==> src/rtl/axi_lite_pkg.sv <==
// Shared AXI4-Lite definitions: response codes, the register-index address LSB,
// the read-channel state encoding and an index-width helper.
package axi_lite_pkg;

  localparam logic [1:0] RESP_OKAY         = 2'b00;
  localparam logic [1:0] RESP_SLVERR       = 2'b10;
  localparam int         AXI_LITE_ADDR_LSB = 2;

  typedef enum logic {
    RD_IDLE,
    RD_RESP
  } rd_state_e;

  function automatic int clog2(input int value);
    int result = 0;
    int v      = value - 1;
    while (v > 0) begin
      result++;
      v = v >> 1;
    end
    return result;
  endfunction

endpackage

==> src/rtl/axi_lite_regbank.sv <==
// Register bank: REG_NUM words with one byte-strobed write port, one
// combinational read port and a flat export of every word.
module axi_lite_regbank #(
  parameter int REG_NUM    = 16,
  parameter int DATA_WIDTH = 32,
  parameter int STRB_WIDTH = DATA_WIDTH / 8,
  parameter int IDX_W      = 4
) (
  input  logic                          aclk,
  input  logic                          arest,
  input  logic                          wr_en_i,
  input  logic [IDX_W-1:0]              wr_idx_i,
  input  logic [DATA_WIDTH-1:0]         wr_data_i,
  input  logic [STRB_WIDTH-1:0]         wr_strb_i,
  input  logic [IDX_W-1:0]              rd_idx_i,
  output logic [DATA_WIDTH-1:0]         rd_data_o,
  output logic [REG_NUM*DATA_WIDTH-1:0] reg_flat_o
);

  logic [DATA_WIDTH-1:0] regs_q [REG_NUM];

  // NOTE: this array is reset explicitly because every word is exported on
  // reg_flat_o; a plain RAM with no reset could not drive that port.
  always_ff @(posedge aclk) begin
    if (arest) begin
      for (int i = 0; i < REG_NUM; i++) begin
        regs_q[i] <= '0;
      end
    end else if (wr_en_i) begin
      for (int k = 0; k < STRB_WIDTH; k++) begin
        if (wr_strb_i[k]) begin
          regs_q[wr_idx_i][k*8 +: 8] <= wr_data_i[k*8 +: 8];
        end
      end
    end
  end

  assign rd_data_o = regs_q[rd_idx_i];

  for (genvar i = 0; i < REG_NUM; i++) begin : g_flat
    assign reg_flat_o[i*DATA_WIDTH +: DATA_WIDTH] = regs_q[i];
  end

endmodule

==> src/rtl/axi_lite_slave_regfile.sv <==
// AXI4-Lite slave terminating reads/writes into a register bank.
// Write channels and write logic exist only when AXI_LITE_SLV_WRITE_EN is defined.
module axi_lite_slave_regfile
  import axi_lite_pkg::*;
#(
  parameter int ADDR_WIDTH = 32,
  parameter int DATA_WIDTH = 32,
  parameter int STRB_WIDTH = DATA_WIDTH / 8,
  parameter int PROT_WIDTH = 3,
  parameter int RESP_WIDTH = 2,
  parameter int REG_NUM    = 16
) (
  input  logic                          aclk,
  input  logic                          arest,
`ifdef AXI_LITE_SLV_WRITE_EN
  input  logic                          s_axi_awvalid,
  output logic                          s_axi_awready,
  input  logic [ADDR_WIDTH-1:0]         s_axi_awaddr,
  input  logic [PROT_WIDTH-1:0]         s_axi_awprot,
  input  logic                          s_axi_wvalid,
  output logic                          s_axi_wready,
  input  logic [DATA_WIDTH-1:0]         s_axi_wdata,
  input  logic [STRB_WIDTH-1:0]         s_axi_wstrb,
  output logic                          s_axi_bvalid,
  input  logic                          s_axi_bready,
  output logic [RESP_WIDTH-1:0]         s_axi_bresp,
`endif
  input  logic                          s_axi_arvalid,
  output logic                          s_axi_arready,
  input  logic [ADDR_WIDTH-1:0]         s_axi_araddr,
  input  logic [PROT_WIDTH-1:0]         s_axi_arprot,
  output logic                          s_axi_rvalid,
  input  logic                          s_axi_rready,
  output logic [DATA_WIDTH-1:0]         s_axi_rdata,
  output logic [RESP_WIDTH-1:0]         s_axi_rresp,
  output logic [REG_NUM*DATA_WIDTH-1:0] reg_flat
);

  localparam int IDX_W     = clog2(REG_NUM);
  localparam int RANGE_LSB = AXI_LITE_ADDR_LSB + IDX_W;

  logic                  ready_q;
  logic                  we;
  logic [IDX_W-1:0]      wr_idx;
  logic [DATA_WIDTH-1:0] wr_data;
  logic [STRB_WIDTH-1:0] wr_strb;
  logic [DATA_WIDTH-1:0] rd_data;

  // NOTE: sequential state is always assigned with <= so every flop samples
  // the pre-edge values of its neighbours, whatever the evaluation order.
  always_ff @(posedge aclk) begin
    if (arest) ready_q <= 1'b0;
    else       ready_q <= 1'b1;
  end

  // ---------------- read channel ----------------
  rd_state_e             rd_state_q, rd_state_d;
  logic [DATA_WIDTH-1:0] rdata_q, rdata_d;
  logic [RESP_WIDTH-1:0] rresp_q, rresp_d;
  logic                  ar_hs;
  logic                  ar_in_range;
  logic                  unused_rd;

  assign s_axi_arready = ready_q & (rd_state_q == RD_IDLE);
  assign s_axi_rvalid  = (rd_state_q == RD_RESP);
  assign s_axi_rdata   = rdata_q;
  assign s_axi_rresp   = rresp_q;
  assign ar_hs         = s_axi_arvalid & s_axi_arready;
  assign ar_in_range   = (s_axi_araddr >> RANGE_LSB) == '0;
  assign unused_rd     = ^s_axi_arprot;

  // NOTE: every output of this block gets a default first, so no path can
  // leave a signal unassigned and infer a latch.
  always_comb begin
    rd_state_d = rd_state_q;
    rdata_d    = rdata_q;
    rresp_d    = rresp_q;
    case (rd_state_q)
      RD_IDLE: begin
        if (ar_hs) begin
          rd_state_d = RD_RESP;
          rdata_d    = ar_in_range ? rd_data : '0;
          rresp_d    = ar_in_range ? RESP_WIDTH'(RESP_OKAY) : RESP_WIDTH'(RESP_SLVERR);
        end
      end
      RD_RESP: begin
        if (s_axi_rready) rd_state_d = RD_IDLE;
      end
      default: rd_state_d = RD_IDLE;
    endcase
  end

  always_ff @(posedge aclk) begin
    if (arest) begin
      rd_state_q <= RD_IDLE;
      rdata_q    <= '0;
      rresp_q    <= '0;
    end else begin
      rd_state_q <= rd_state_d;
      rdata_q    <= rdata_d;
      rresp_q    <= rresp_d;
    end
  end

`ifdef AXI_LITE_SLV_WRITE_EN
  // ---------------- write channels ----------------
  logic                  aw_full_q, aw_full_d;
  logic [ADDR_WIDTH-1:0] awaddr_q, awaddr_d;
  logic                  w_full_q, w_full_d;
  logic [DATA_WIDTH-1:0] wdata_q, wdata_d;
  logic [STRB_WIDTH-1:0] wstrb_q, wstrb_d;
  logic                  bvalid_q, bvalid_d;
  logic [RESP_WIDTH-1:0] bresp_q, bresp_d;
  logic                  aw_hs, w_hs, commit, wr_in_range;
  logic [ADDR_WIDTH-1:0] wr_addr;
  logic                  unused_wr;

  assign s_axi_awready = ready_q & ~aw_full_q & ~bvalid_q;
  assign s_axi_wready  = ready_q & ~w_full_q & ~bvalid_q;
  assign s_axi_bvalid  = bvalid_q;
  assign s_axi_bresp   = bresp_q;
  assign aw_hs         = s_axi_awvalid & s_axi_awready;
  assign w_hs          = s_axi_wvalid & s_axi_wready;
  assign unused_wr     = ^s_axi_awprot;

  // A held buffer takes precedence; otherwise the beat handshaking this cycle is used.
  assign wr_addr     = aw_full_q ? awaddr_q : s_axi_awaddr;
  assign wr_data     = w_full_q ? wdata_q : s_axi_wdata;
  assign wr_strb     = w_full_q ? wstrb_q : s_axi_wstrb;
  assign wr_in_range = (wr_addr >> RANGE_LSB) == '0;
  assign commit      = (aw_full_q | aw_hs) & (w_full_q | w_hs) & ~bvalid_q;
  assign we          = commit & wr_in_range;
  assign wr_idx      = wr_addr[AXI_LITE_ADDR_LSB +: IDX_W];

  always_comb begin
    aw_full_d = aw_full_q;
    awaddr_d  = awaddr_q;
    w_full_d  = w_full_q;
    wdata_d   = wdata_q;
    wstrb_d   = wstrb_q;
    bvalid_d  = bvalid_q;
    bresp_d   = bresp_q;
    if (commit) begin
      aw_full_d = 1'b0;
      w_full_d  = 1'b0;
      bvalid_d  = 1'b1;
      bresp_d   = wr_in_range ? RESP_WIDTH'(RESP_OKAY) : RESP_WIDTH'(RESP_SLVERR);
    end else begin
      if (aw_hs) begin
        aw_full_d = 1'b1;
        awaddr_d  = s_axi_awaddr;
      end
      if (w_hs) begin
        w_full_d = 1'b1;
        wdata_d  = s_axi_wdata;
        wstrb_d  = s_axi_wstrb;
      end
      if (bvalid_q && s_axi_bready) bvalid_d = 1'b0;
    end
  end

  always_ff @(posedge aclk) begin
    if (arest) begin
      aw_full_q <= 1'b0;
      awaddr_q  <= '0;
      w_full_q  <= 1'b0;
      wdata_q   <= '0;
      wstrb_q   <= '0;
      bvalid_q  <= 1'b0;
      bresp_q   <= '0;
    end else begin
      aw_full_q <= aw_full_d;
      awaddr_q  <= awaddr_d;
      w_full_q  <= w_full_d;
      wdata_q   <= wdata_d;
      wstrb_q   <= wstrb_d;
      bvalid_q  <= bvalid_d;
      bresp_q   <= bresp_d;
    end
  end
`else
  // Read-only build: the bank never sees a write, so every word stays at zero.
  assign we      = 1'b0;
  assign wr_idx  = '0;
  assign wr_data = '0;
  assign wr_strb = '0;
`endif

  axi_lite_regbank #(
    .REG_NUM    (REG_NUM),
    .DATA_WIDTH (DATA_WIDTH),
    .STRB_WIDTH (STRB_WIDTH),
    .IDX_W      (IDX_W)
  ) u_regbank (
    .aclk       (aclk),
    .arest      (arest),
    .wr_en_i    (we),
    .wr_idx_i   (wr_idx),
    .wr_data_i  (wr_data),
    .wr_strb_i  (wr_strb),
    .rd_idx_i   (s_axi_araddr[AXI_LITE_ADDR_LSB +: IDX_W]),
    .rd_data_o  (rd_data),
    .reg_flat_o (reg_flat)
  );

endmodule
==> config.mk <==
export PLATFORM = sky130hd
export DESIGN_NAME = axi_lite_slave_regfile
export DESIGN_NICKNAME = d
export VERILOG_FILES = /design/src/rtl/axi_lite_pkg.sv /design/src/rtl/axi_lite_regbank.sv /design/src/rtl/axi_lite_slave_regfile.sv
export SDC_FILE = /design/constraint.sdc
export NUM_CORES = 1
export LEC_CHECK = 0
export ABC_AREA = 1
export BUFFER_PORTS_ARGS = -buffer_cell sky130_fd_sc_hd__buf_2
export CELL_PAD_IN_SITES_DETAIL_PLACEMENT = 0
export CELL_PAD_IN_SITES_GLOBAL_PLACEMENT = 2
export CORE_AREA = 2 2 227 229
export DETAILED_ROUTE_END_ITERATION = 10
export DIE_AREA = 0 0 229 231
export GPL_ROUTABILITY_DRIVEN = 0
export PLACE_DENSITY_LB_ADDON = 0.08
export SETUP_SLACK_MARGIN = 0.02
export SYNTH_ARGS = -nofsm -noshare
export SYNTH_HDL_FRONTEND = slang
export SYNTH_SLANG_ARGS = --single-unit
==> constraint.sdc <==
create_clock -name aclk -period 1.04 [get_ports aclk]
set_input_delay 0.104 -clock aclk [delete_from_list [all_inputs] [get_ports aclk]]
set_output_delay 0.104 -clock aclk [all_outputs]
set_load 0.01 [all_outputs]
==> results.md <==
* Crit path cell chain: buf_4 -> nor2_2 -> buf_6
* Area growth syn-to-layout at -21.6%
* Synth area leader: buf_4
* Dpl hpwl at roughly 9600 um
* Largest fanout on the critical path at 2
* Arr. time, crit path at between 0.8 and 0.9 ns
* Vias in the first global route at about 1300
* Fin nets at 663
* Port Buffers at 32
* Largest delay share family, worst path: flip-flops
* Die width at 229 um
* CTS tree: built
* Global route overflow at 0
* Syn Std Cell Area at about 4300 sq um
* Top layer in use: met4
* Crit path capture type: output pin
* Synth Register Bits at 3
* Pwr Total at roughly 1.8 mW
* # hold bufs at CTS at 0
* Inst Count DP at approximately 1300
* Row count at slightly above 80
* RSZ-0062 raised after global routing: no
* Gr usage total at 2.93%
* Final worst path period share at between 90% and 100%
* Initial core utilization at 8.50%
* Pins Over Slew Limit at 0
* Max Fclk at around 1000 MHz
* Clk sink count at 3
* Hold Crit Class: input pin to flip-flop
* First-pass GRT wire length at between 10000 and 15000 um
* Boundary pin count at between 500 and 600
* Synth unique cells at 12
* Routed wl met3 at approximately 1400 um
* Final hold vios at 0
* Status: complete, no violations
* Startpoint class of the critical path: flip-flop
* Layout cells sized above 1 at 7.06%
* Register area share after synthesis at under 10%
* CTS Buf Count at 3
* Metal2 WL at about 6300 um
* WL/cell at roughly 7.4 um
* Setup Skew at ~0.00059 ns
* Syn Inst Count at roughly 590
* Root buffer cell: clkbuf_16
* Slowest stage delay, CP at ~0.31 ns
* Vias per cell at 1.34
* Final wirelength at just under 10000 um
* CP bufs+invs at 2
* Area fraction of the dominant cell type after synthesis at about 95%
* DR vias at 1740
* Critical path type: flip-flop to output pin
* Max VDD drop at roughly 0.00033 V
* CTS Buffer Depth at 2
* Clk slew on worst S/H paths at about 0.030 ns
* Largest cells by area after synthesis: buf_4 95%, nor2_1 1.6%, dfxtp_1 1.4%, nand2_1 0.87%, inv_1 0.26%
* Max H-tree Level at 1
* Initial antenna violation count at 0
* Pin count of the biggest net entering global routing at 3
* DR pass1 iterations at 3
* Minimum clock period at 0.992 ns
* Initial drt markers at 11
* YS warnings at 0
* Max-Cap Viols at 0
* Critical Path RT at about 0.94 ns
* Antenna cells at 0
* DRC at 0
* Non-filler instance count after layout at roughly 1300
* Setup violations, final at 0
* Total core area at between 50000 and 60000 sq um
* Post-Route M1 WL at around 1900 um
* Slowest-stage cell, CP: dfxtp_1
* Worst-Skew Late Latency at between 0.2 and 0.25 ns
* Power density cells at approximately 540 nW/um^2
* Die Footprint at approximately 53000 sq um
* Antenna-violating nets left at 0
* Syn avg cell area at approximately 7.4 sq um
* LEAKAGE at 2.03 nW
* Die Y at between 200 and 250 um
* Hold WS at 0.0690 ns
cell usage in the layout, fill, tap and decap left out:
cell type and instances:
conb_1 545, buf_2 31, nor2_1 15, nand2_1 10, nor2_2 4, clkbuf_16 3, dfxtp_1 3, inv_1 2
inv_2 2, buf_4 2, or2_1 1, nand3_2 1, a21oi_1 1, or2_0 1, clkbuf_1 1, buf_6 1
through the flow:
step	area (sq um)	utilization (%)	TNS [ns]	setup WS (ns)
4_1_cts	3370	6.64	0	0.0281
5_1_grt	3380	6.67	0	0.0207
2_1_floorplan	6350	-	0	0.184
3_3_place_gp	3290	6.48	-0.0631	-0.0631
3_5_place_dp	3290	6.48	-0.0787	-0.0787
6_report	3380	6.67	0	0.0480
cell families after synthesis:
group | synth area share, %
and+or+nand+nor | 3.11
AOI/OAI and AO/OA | 0.116
other | 0.0870
DFF | 1.39
buffers and inverters | 95.3
power by group:
part	internal, mW	switching (mW)
Combinational	0.0659	1.04
Clock	0.505	0.101
Sequential	0.123	0.00504
Total	0.695	1.14
path summary, 6_finish.rpt:
| path | cells past startpoint | from | slack, ns | to |
|---|---|---|---|---|
| setup / recovery | 3 | s_axi_rvalid | 0.05 | s_axi_arready |
| hold / removal | 2 | arest | 0.07 | s_axi_rvalid |
| setup reg to reg | 6 | s_axi_rvalid | 0.13 | s_axi_rresp[1] |
| hold reg to reg | 4 | s_axi_rresp[1] | 0.54 | s_axi_rresp[1] |
routing by layer:
layer	track usage, %	up-vias
met5	0	-
met4	0.548	0
met3	1.31	5
met2	7.11	263
met1	1.74	734
li1	-	738
timing repair:
| action | 4_1_cts | 5_1_grt |
|---|---|---|
| buffers inserted | 0 | 0 |
| cloned | 0 | 0 |
| pin swaps | 0 | 1 |
| endpoints found under the hold margin | 0 | 0 |
| setup endpoints to repair | 1 | 2 |
| resized for setup | 1 | 5 |
registers in the layout, summed over array words and instances, names as in the netlist:
register and flops:
ready_q 1, s_axi_rresp 1, s_axi_rvalid 1
cell type report:
cell class	instances	area [sq um]
repair buffers	34	181
clock buffers	4	78.8
well taps	680	851
fillers	6140	47300
multi-input cells	578	2190
flip-flops and latches	3	60.1
inverters	4	15.0
synthesized netlist by cell type (all sizes together):
master  number
buf        545
or2          2
dfxtp        3
nand2       10
a21oi        1
conb         1
inv          4
nand3        1
nor2        19
Note: power is estimated with default switching activity, not from simulation.
